`config.mk`:
```
export PLATFORM = sky130hd
export DESIGN_NAME = rtc_tick_gen
export DESIGN_NICKNAME = d
export VERILOG_FILES = /design/src/rtl/rtc_tick_pkg.sv /design/src/rtl/rtc_tick_chan.sv /design/src/rtl/rtc_tick_gen.sv
export SDC_FILE = /design/constraint.sdc
export NUM_CORES = 1
export LEC_CHECK = 0
export BUFFER_PORTS_ARGS = -buffer_cell sky130_fd_sc_hd__buf_2
export CAP_MARGIN = 30
export CORE_MARGIN = 8
export CORE_UTILIZATION = 45
export DETAILED_ROUTE_END_ITERATION = 8
export GPL_TIMING_DRIVEN = 0
export HOLD_SLACK_MARGIN = 0.02
export SKIP_LAST_GASP = 1
export SLEW_MARGIN = 20
export SYNTH_ARGS = -nofsm -noshare
export SYNTH_HDL_FRONTEND = slang
export SYNTH_SLANG_ARGS = --single-unit
```
`constraint.sdc`:
```
create_clock -name pclk -period 5.65 [get_ports pclk]
set_input_delay 0.565 -clock pclk [delete_from_list [all_inputs] [get_ports pclk]]
set_output_delay 0.565 -clock pclk [all_outputs]
set_load 0.05 [all_outputs]
```
`src/rtl/rtc_tick_pkg.sv`:
```
`default_nettype none
// ============================================================================
// Module      : rtc_tick_pkg
// Description : Shared types and constants for the RTC tick generator.
//               Optional build macro used by the slice: RTC_TICK_TOGGLE_EN.
// Revision    : 1.0 - initial release
// ============================================================================
package rtc_tick_pkg;

    localparam int c_DEF_CH_NUM = 4;
    localparam int c_DEF_DIV_W  = 20;

    typedef enum logic [1:0] {
        IDLE = 2'b00,
        RUN  = 2'b01,
        DONE = 2'b10
    } rtc_state_e;

    // LSB position of a channel's divider field in the packed cfg_div bus
    function automatic int cfg_lsb(input int ch, input int div_w);
        return ch * div_w;
    endfunction

endpackage : rtc_tick_pkg
`default_nettype wire

```
`src/rtl/rtc_tick_chan.sv`:
```
`default_nettype none
// ============================================================================
// Module      : rtc_tick_chan
// Description : One divider channel: FSM, counter, shadowed divider and an
//               optional toggle output (built only with RTC_TICK_TOGGLE_EN).
// Revision    : 1.0 - initial release
// ============================================================================
module rtc_tick_chan
    import rtc_tick_pkg::*;
#(
    parameter int DIV_W = c_DEF_DIV_W
) (
    input  logic             pclk,
    input  logic             preset,
    input  logic             i_adv,
    input  logic             i_ch_en,
    input  logic             i_oneshot,
    input  logic             i_cfg_wr,
    input  logic [DIV_W-1:0] i_cfg_div,
    output logic             o_tick,
    output logic             o_busy,
    output logic             o_cfg_pend,
    output logic             o_clk_out
);

    localparam logic [DIV_W-1:0] c_ONE = DIV_W'(1);

    rtc_state_e       r_state;
    rtc_state_e       w_state_nxt;
    logic             r_en_d;
    logic             r_mode;
    logic [DIV_W-1:0] r_cnt;
    logic [DIV_W-1:0] r_div_act;
    logic [DIV_W-1:0] r_div_shd;
    logic             r_pend;
    logic             r_tick;
    logic             r_busy;
    logic             w_rise;
    logic             w_term;

    assign w_rise = i_ch_en & ~r_en_d;
    // Qualified by ch_en so that an abort wins over a coincident terminal
    assign w_term = (r_state == RUN) & i_ch_en & i_adv & (r_cnt == r_div_act);

    always_comb begin
        w_state_nxt = r_state;
        if (!i_ch_en) begin
            w_state_nxt = IDLE;
        end else begin
            case (r_state)
                IDLE:    if (w_rise) w_state_nxt = RUN;
                RUN:     if (w_term && r_mode) w_state_nxt = DONE;
                DONE:    w_state_nxt = DONE;
                default: w_state_nxt = IDLE;
            endcase
        end
    end

    always_ff @(posedge pclk) begin
        if (preset) begin
            r_state <= IDLE;
        end else begin
            r_state <= w_state_nxt;
        end
    end

    always_ff @(posedge pclk) begin
        if (preset) begin
            r_en_d    <= 1'b0;
            r_mode    <= 1'b0;
            r_cnt     <= '0;
            r_div_act <= '0;
            r_div_shd <= '0;
            r_pend    <= 1'b0;
            r_tick    <= 1'b0;
            r_busy    <= 1'b0;
        end else begin
            r_en_d <= i_ch_en;
            r_tick <= w_term;
            r_busy <= (w_state_nxt == RUN);

            if (r_state == IDLE && w_rise) begin
                r_mode <= i_oneshot;
            end

            if (r_state == RUN && w_state_nxt == RUN) begin
                if (i_adv) begin
                    r_cnt <= w_term ? '0 : r_cnt + c_ONE;
                end
            end else begin
                r_cnt <= '0;
            end

            // A write landing on a terminal bypasses the shadow entirely
            if (i_cfg_wr) begin
                r_div_shd <= i_cfg_div;
                if (w_term) begin
                    r_div_act <= i_cfg_div;
                    r_pend    <= 1'b0;
                end else begin
                    r_pend    <= 1'b1;
                end
            end else if (r_pend && (w_term || r_state != RUN)) begin
                r_div_act <= r_div_shd;
                r_pend    <= 1'b0;
            end
        end
    end

`ifdef RTC_TICK_TOGGLE_EN
    logic r_clk_out;

    always_ff @(posedge pclk) begin
        if (preset) begin
            r_clk_out <= 1'b0;
        end else if (w_state_nxt == IDLE) begin
            r_clk_out <= 1'b0;
        end else if (w_term) begin
            r_clk_out <= ~r_clk_out;
        end
    end

    assign o_clk_out = r_clk_out;
`else
    assign o_clk_out = 1'b0;
`endif

    assign o_tick     = r_tick;
    assign o_busy     = r_busy;
    assign o_cfg_pend = r_pend;

endmodule : rtc_tick_chan
`default_nettype wire

```
`src/rtl/rtc_tick_gen.sv`:
```
`default_nettype none
// ============================================================================
// Module      : rtc_tick_gen
// Description : Multi-channel RTC tick-enable generator. Optional toggle
//               outputs are built when RTC_TICK_TOGGLE_EN is defined.
// Revision    : 1.0 - initial release
// ============================================================================
module rtc_tick_gen
    import rtc_tick_pkg::*;
#(
    parameter int CH_NUM = c_DEF_CH_NUM,
    parameter int DIV_W  = c_DEF_DIV_W
) (
    input  logic                    pclk,
    input  logic                    preset,
    input  logic                    test_mode,
    input  logic                    ext_tick,
    input  logic [CH_NUM-1:0]       ch_en,
    input  logic [CH_NUM-1:0]       ch_oneshot,
    input  logic [CH_NUM-1:0]       cfg_wr,
    input  logic [CH_NUM*DIV_W-1:0] cfg_div,
    output logic [CH_NUM-1:0]       tick,
    output logic [CH_NUM-1:0]       busy,
    output logic [CH_NUM-1:0]       cfg_pend,
    output logic [CH_NUM-1:0]       clk_out
);

    logic w_adv;

    // Test mode turns every pclk cycle into an advance
    assign w_adv = test_mode | ext_tick;

    generate
        for (genvar gi = 0; gi < CH_NUM; gi++) begin : g_chan
            rtc_tick_chan #(
                .DIV_W (DIV_W)
            ) u_chan (
                .pclk       (pclk),
                .preset     (preset),
                .i_adv      (w_adv),
                .i_ch_en    (ch_en[gi]),
                .i_oneshot  (ch_oneshot[gi]),
                .i_cfg_wr   (cfg_wr[gi]),
                .i_cfg_div  (cfg_div[cfg_lsb(gi, DIV_W) +: DIV_W]),
                .o_tick     (tick[gi]),
                .o_busy     (busy[gi]),
                .o_cfg_pend (cfg_pend[gi]),
                .o_clk_out  (clk_out[gi])
            );
        end
    endgenerate

endmodule : rtc_tick_gen
`default_nettype wire
```
### Word level (Yosys, flattened, before mapping)

Index checks and enable logic that the tools add are counted.

* equality and inequality tests: 24
* reduce and logical (&&, ||, !) cells: 36
* bitwise logic cells: 25
* muxes and demuxes: 44
* add/sub/neg operators: 4

Operator list (number)
* 20-bit two-way mux: 16
* 20-bit by 1-bit adder with 20-bit output (second input constant): 4
* 20-bit equality test: 4
* 2-bit two-way mux: 12
* 2-bit case mux with 3 select lines: 4
* 1-bit bitwise AND: 16
* 2-bit by 1-bit equality test with 1-bit output (second input constant): 8
* 1-bit logical AND: 16
* 2-bit by 1-bit inequality test with 1-bit output (second input constant): 8
* 1-bit two-way mux: 12
* 2-bit equality test (second input constant): 4
* 2-bit logical NOT: 4
* 1-bit NOT: 8
* 2-bit AND reduction: 4
* 2-bit nonzero test: 4
* 2-bit OR reduction: 4
* 1-bit logical OR: 4
* 1-bit bitwise OR: 1

* output and inout port bits: 16
* flip-flop bits (word level): 268
* word-level logic and storage cells: 169

### Longest topological paths before layout

* word-level depth: 12
* depth in mapped cells: 9
* depth with buffers taken out: 6

### Cells and area by module

A second synthesis with hierarchy kept.

* cells, all modules: 1370
* area, all modules: 12477.0 um^2

By module, submodules not included
* rtc_tick_chan at g_chan[1].u_chan ...: area an instance 3164.3 um^2, cells an instance 351, times used 3, sequential area each 1341.3 um^2
* rtc_tick_chan at g_chan[0].u_chan: area an instance 2977.9 um^2, cells an instance 316, times used 1, sequential area each 1341.3 um^2
* rtc_tick_gen: area an instance 6.3 um^2, cells an instance 1, times used 1, sequential area each 0.0 um^2

### Worst setup path before layout

No wires, ideal clock.

* path kind: input -> register
* start point: input ext_tick
* end point: register g_chan[1].u_chan.r_div_act[10]
* slack: 3.228 ns
* stages: 8
* arrival time: 2.343 ns
* buffers on the path: 3
* cells stage by stage: or2_1 buf_6 o2111ai_1 or4_4 or4_4 buf_6 buf_6 o211ai_1

* word-level cells in the longest chain between the ends: 7
* elaborated cells on any way between the ends: 8
* those cells by class: eq/ne (1); bitwise (3); reduce/logical (4)

RTL lines
* from (decl): line rtc_tick_gen.sv:17 `input logic ext_tick,`
* 1-bit bitwise OR *: line rtc_tick_gen.sv:31 `assign w_adv = test_mode | ext_tick;`
* 1-bit bitwise AND * (2 in a row): line rtc_tick_chan.sv:43 `assign w_term = (r_state == RUN) & i_ch_en & i_adv & (r_cnt == r_div_act);`
* 1-bit logical OR: line rtc_tick_chan.sv:103 `end else if (r_pend && (w_term || r_state != RUN)) begin`
* 1-bit logical AND: line rtc_tick_chan.sv:103
* 2-bit nonzero test (no line)
* 2-bit AND reduction (no line) *
* to (signal assigned): line rtc_tick_chan.sv:98 `r_div_act <= i_cfg_div;`
* to (signal assigned): line rtc_tick_chan.sv:104 `r_div_act <= r_div_shd;`
* to (decl): line rtc_tick_chan.sv:33 `logic [DIV_W-1:0] r_div_act;`

Every way passes the cells marked *; elsewhere a longest branch is shown, timed or not.
A chain may end at the register's enable or synchronous reset.

### Worst setup path in the final report

* start point: input preset
* end point: register g_chan[0].u_chan.r_tick

RTL lines
* from (decl): line rtc_tick_gen.sv:15 `input logic preset,`
* to (signal assigned): line rtc_tick_chan.sv:79 `r_tick <= w_term;`
* to (decl): line rtc_tick_chan.sv:36 `logic r_tick;`

No word-level cell between the ends.

==> flow_summary.yaml <==
synthesis:
  synth_area_um2: 12300
  synth-seq-cells: 268
  yosysTopAreaCellShare_pct: 43.7
  ys_types: 51
  ys.flop_type: "dfxtp_1"
  yosysSeqAreaShare_pct: 43.7
  yosys.area.top_type: "dfxtp_1"
  syn_inst: 1349
  synth.most_common_cell: "dfxtp_1"
  yosysWarnings: 0
  ys_top_cells_by_count: "dfxtp_1 (268), nor2_1 (202), xor2_1 (110)"
  synth-async-reset-ratio_pct: 0
  avgSynthCellArea_um2: 9.11
  synthTopCellsByArea: "dfxtp_1 (44%), xor2_1 (7.8%), mux2i_1 (6.8%), nor2_1 (6.2%), a221o_1 (4.7%)"
  synth_edf_count: 0
placed_design:
  place_worst_setup_slack_ns: 2.07
  gp_congestion: 0.826
  numPortBuffers: 102
  placed_cell_area_um2: 13300
  dpl.hpwl_mm: 22.4
pwr:
  power.internal_mw: 3.36
  p_per_area_nw_per_um2: 309
  p_seq_share_pct: 45.1
  combPwrFrac_pct: 8.8
  max-vdd-ir-drop_v: 0.000237
  p_leak_nw: 5.70
  power.switching_mw: 1.06
  swShare_pct: 23.9
  clockPowerShare_pct: 46.1
critical_path:
  setup.worst_path.start_class: "input pin"
  cpMostUsedCell: "clkbuf_1"
  cp_max_fo: 10
  worstPathCellList: "clkbuf_1 > clkbuf_1 > clkbuf_1 > buf_1 > clkbuf_1 > nor3_1"
  critPathSlowestCell: "clkbuf_1"
  max_stage_delay_ns: 0.60
  arrival_ns: 3.41
  worst_setup_path_end_kind: "flop"
  crit_required_ns: 6.05
  crit_type: "input pin to flop"
detailed_routing:
  drt_iter0_markers: 662
  first_pass_iters: 5
  totalWireLength_mm: 31.2
  drc_errors: 0
  ant_nets: 0
  num_vias: 10200
  wire_per_inst_um: 16.9
  via_per_inst: 5.48
floorplanning:
  initial_core_util_pct: 45.7
  core_um2: 26900
  io_pins: 112
  die-width_um: 181
  rows: 60
  die_h_um: 181
  dieArea_um2: 32800
layout:
  area_delta_synth_final_pct: 16.4
  layout.nets: 1589
  diodes: 0
  postLayoutCellArea_um2: 14300
  drive_gt1_share_pct: 13.9
clocking:
  insertion_delay_ns: 0.55
  postCtsHoldBufs: 0
  cts_buffer_depth: 3
  clk_transition_reported_paths_ns: 0.06
  post_cts_resized: 0
  numCtsBuffers: 30
  cts_tree: "built"
  clockRootBuffer: "clkbuf_16"
  cts_num_sinks: 268
  cts_htree_levels: 1
  postCtsSetupBuffers: 0
global_route:
  grt_pass1_vias: 9801
  grt_use_total_pct: 18.7
  grt.overflow.total: 0
  antenna_found_initial: 2
  grt_pass1_wl_mm: 51.6
  grt_start_max_net_pins: 15
timing:
  fin_crit_sh_pct: 53.2
  slew_headroom_pct: 40.1
  fmax_ghz: 0.333
  final-max-slew-violation-count: 0
  period_needed_ns: 3.00
  hold_ws_ns: 0.255
  fin_tns_setup_ns: 0
  fin_ws_ns: 2.65
  clock_skew_ns: 0.0112
  finalHoldViolCount: 0
  worst_slew_pin_slew_ns: 0.898
  setup_violations: 0
  rsz0062_at_grt: "false"
min_path:
  hold_path.class: "input pin to flop"
status:
  outcome: "finished clean"
run:
  cap_violations: 0
-- power by group through the flow --
| stage | clock network (mW) | logic (mW) | registers (mW) |
|---|---|---|---|
| 2_1_floorplan | 0 | 0.270 | 2.02 |
| 3_3_place_gp | 0 | 0.382 | 2.03 |
| 3_5_place_dp | 0 | 0.388 | 2.03 |
| 5_1_grt | 2.15 | 0.431 | 2.00 |
| 4_1_cts | 2.08 | 0.389 | 1.99 |
| 6_report | 2.04 | 0.388 | 1.99 |
-- final timing paths --
path / start / endpoint / slack [ns] / cells past startpoint
setup / recovery: preset / g_chan[0].u_chan.o_tick / 2.65 / 6
hold / removal: ch_oneshot[0] / g_chan[0].u_chan.r_mode / 0.26 / 3
setup reg to reg: g_chan[1].u_chan.r_state[0] / g_chan[1].u_chan.r_cnt[0] / 2.74 / 6
hold reg to reg: g_chan[0].u_chan.r_mode / g_chan[0].u_chan.r_state[0] / 0.49 / 1
-- logic make-up (layout without fill, tap and decap cells) --
family | after synthesis | in the layout | share of synthesized area, %
xor gates and xnor gates | 149 | 149 | 10.6
AOI/OAI and AO/OA | 229 | 229 | 14.5
muxes | 84 | 84 | 6.85
and+or+nand+nor | 481 | 481 | 19.1
other | 1 | 4 | 0.0305
buffers and inverters | 133 | 292 | 4.79
adders and majority gates | 4 | 4 | 0.407
DFF | 268 | 268 | 43.7
-- critical path, delay by kind of cell --
kind / cells / cell delay [ns]
simple gates: 1 / 0.15
buf+inv: 5 / 2.68
-- per-layer routing --
metal,track usage (%),vias to the layer above,wire length (um)
met5,0,-,27
met4,4.26,4,560
met3,3.99,44,1730
met2,29.0,235,13600
met1,26.1,4769,15400
li1,-,5106,-
-- state kept, by name, summed over array words and instances, names as in the netlist --
register	flops
g_chan.u_chan.r_div_act	80
g_chan.u_chan.o_cfg_pend	4
g_chan.u_chan.r_state	8
g_chan.u_chan.o_tick	4
g_chan.u_chan.r_mode	4
g_chan.u_chan.r_cnt	80
g_chan.u_chan.o_busy	4
g_chan.u_chan.r_en_d	4
g_chan.u_chan.r_div_shd	80
-- area by class of cell --
class	count	area, um^2
repair buffers	105	531
plain buffers	102	472
multi-input cells	951	6340
well taps	341	427
fillers	2560	12600
clock inverters	11	155
inverters	31	116
flip-flops and latches	268	5370
clock buffers	43	891
-- placed cells by master, fill, tap and decap left out, types with 5 or more instances in the layout --
master and count:
clkbuf_1 75, nand3_1 43, a22oi_1 60, o22ai_1 6
dfxtp_1 268, a221o_1 58, buf_2 108, clkbuf_16 31
nor2b_1 10, or3_1 8, a31oi_1 7, a21oi_1 25
nand2b_1 25, and3_1 5, nor3_1 37, buf_1 9
inv_1 31, o21ai_0 15, nand2_1 47, nor4_1 23
o211ai_1 22, buf_4 16, xor2_1 110, xnor2_1 39
o311ai_0 19, clkinv_2 7, and4_1 8, or2_2 23
and2_1 5, nand4_1 30, nor2_1 202, mux2i_1 84
clkbuf_8 7
-- through the flow --
step                      total power, mW  cells  utilization (%)
after floorplan                      2.29   1352                -
after global placement               2.41   1795             49.2
after detailed placement             2.42   1798             49.3
after CTS                            4.47   1852             53.2
after global routing                 4.59   1852             53.2
final                                4.42   1852             53.2
Power figures use the tool's default switching activity.
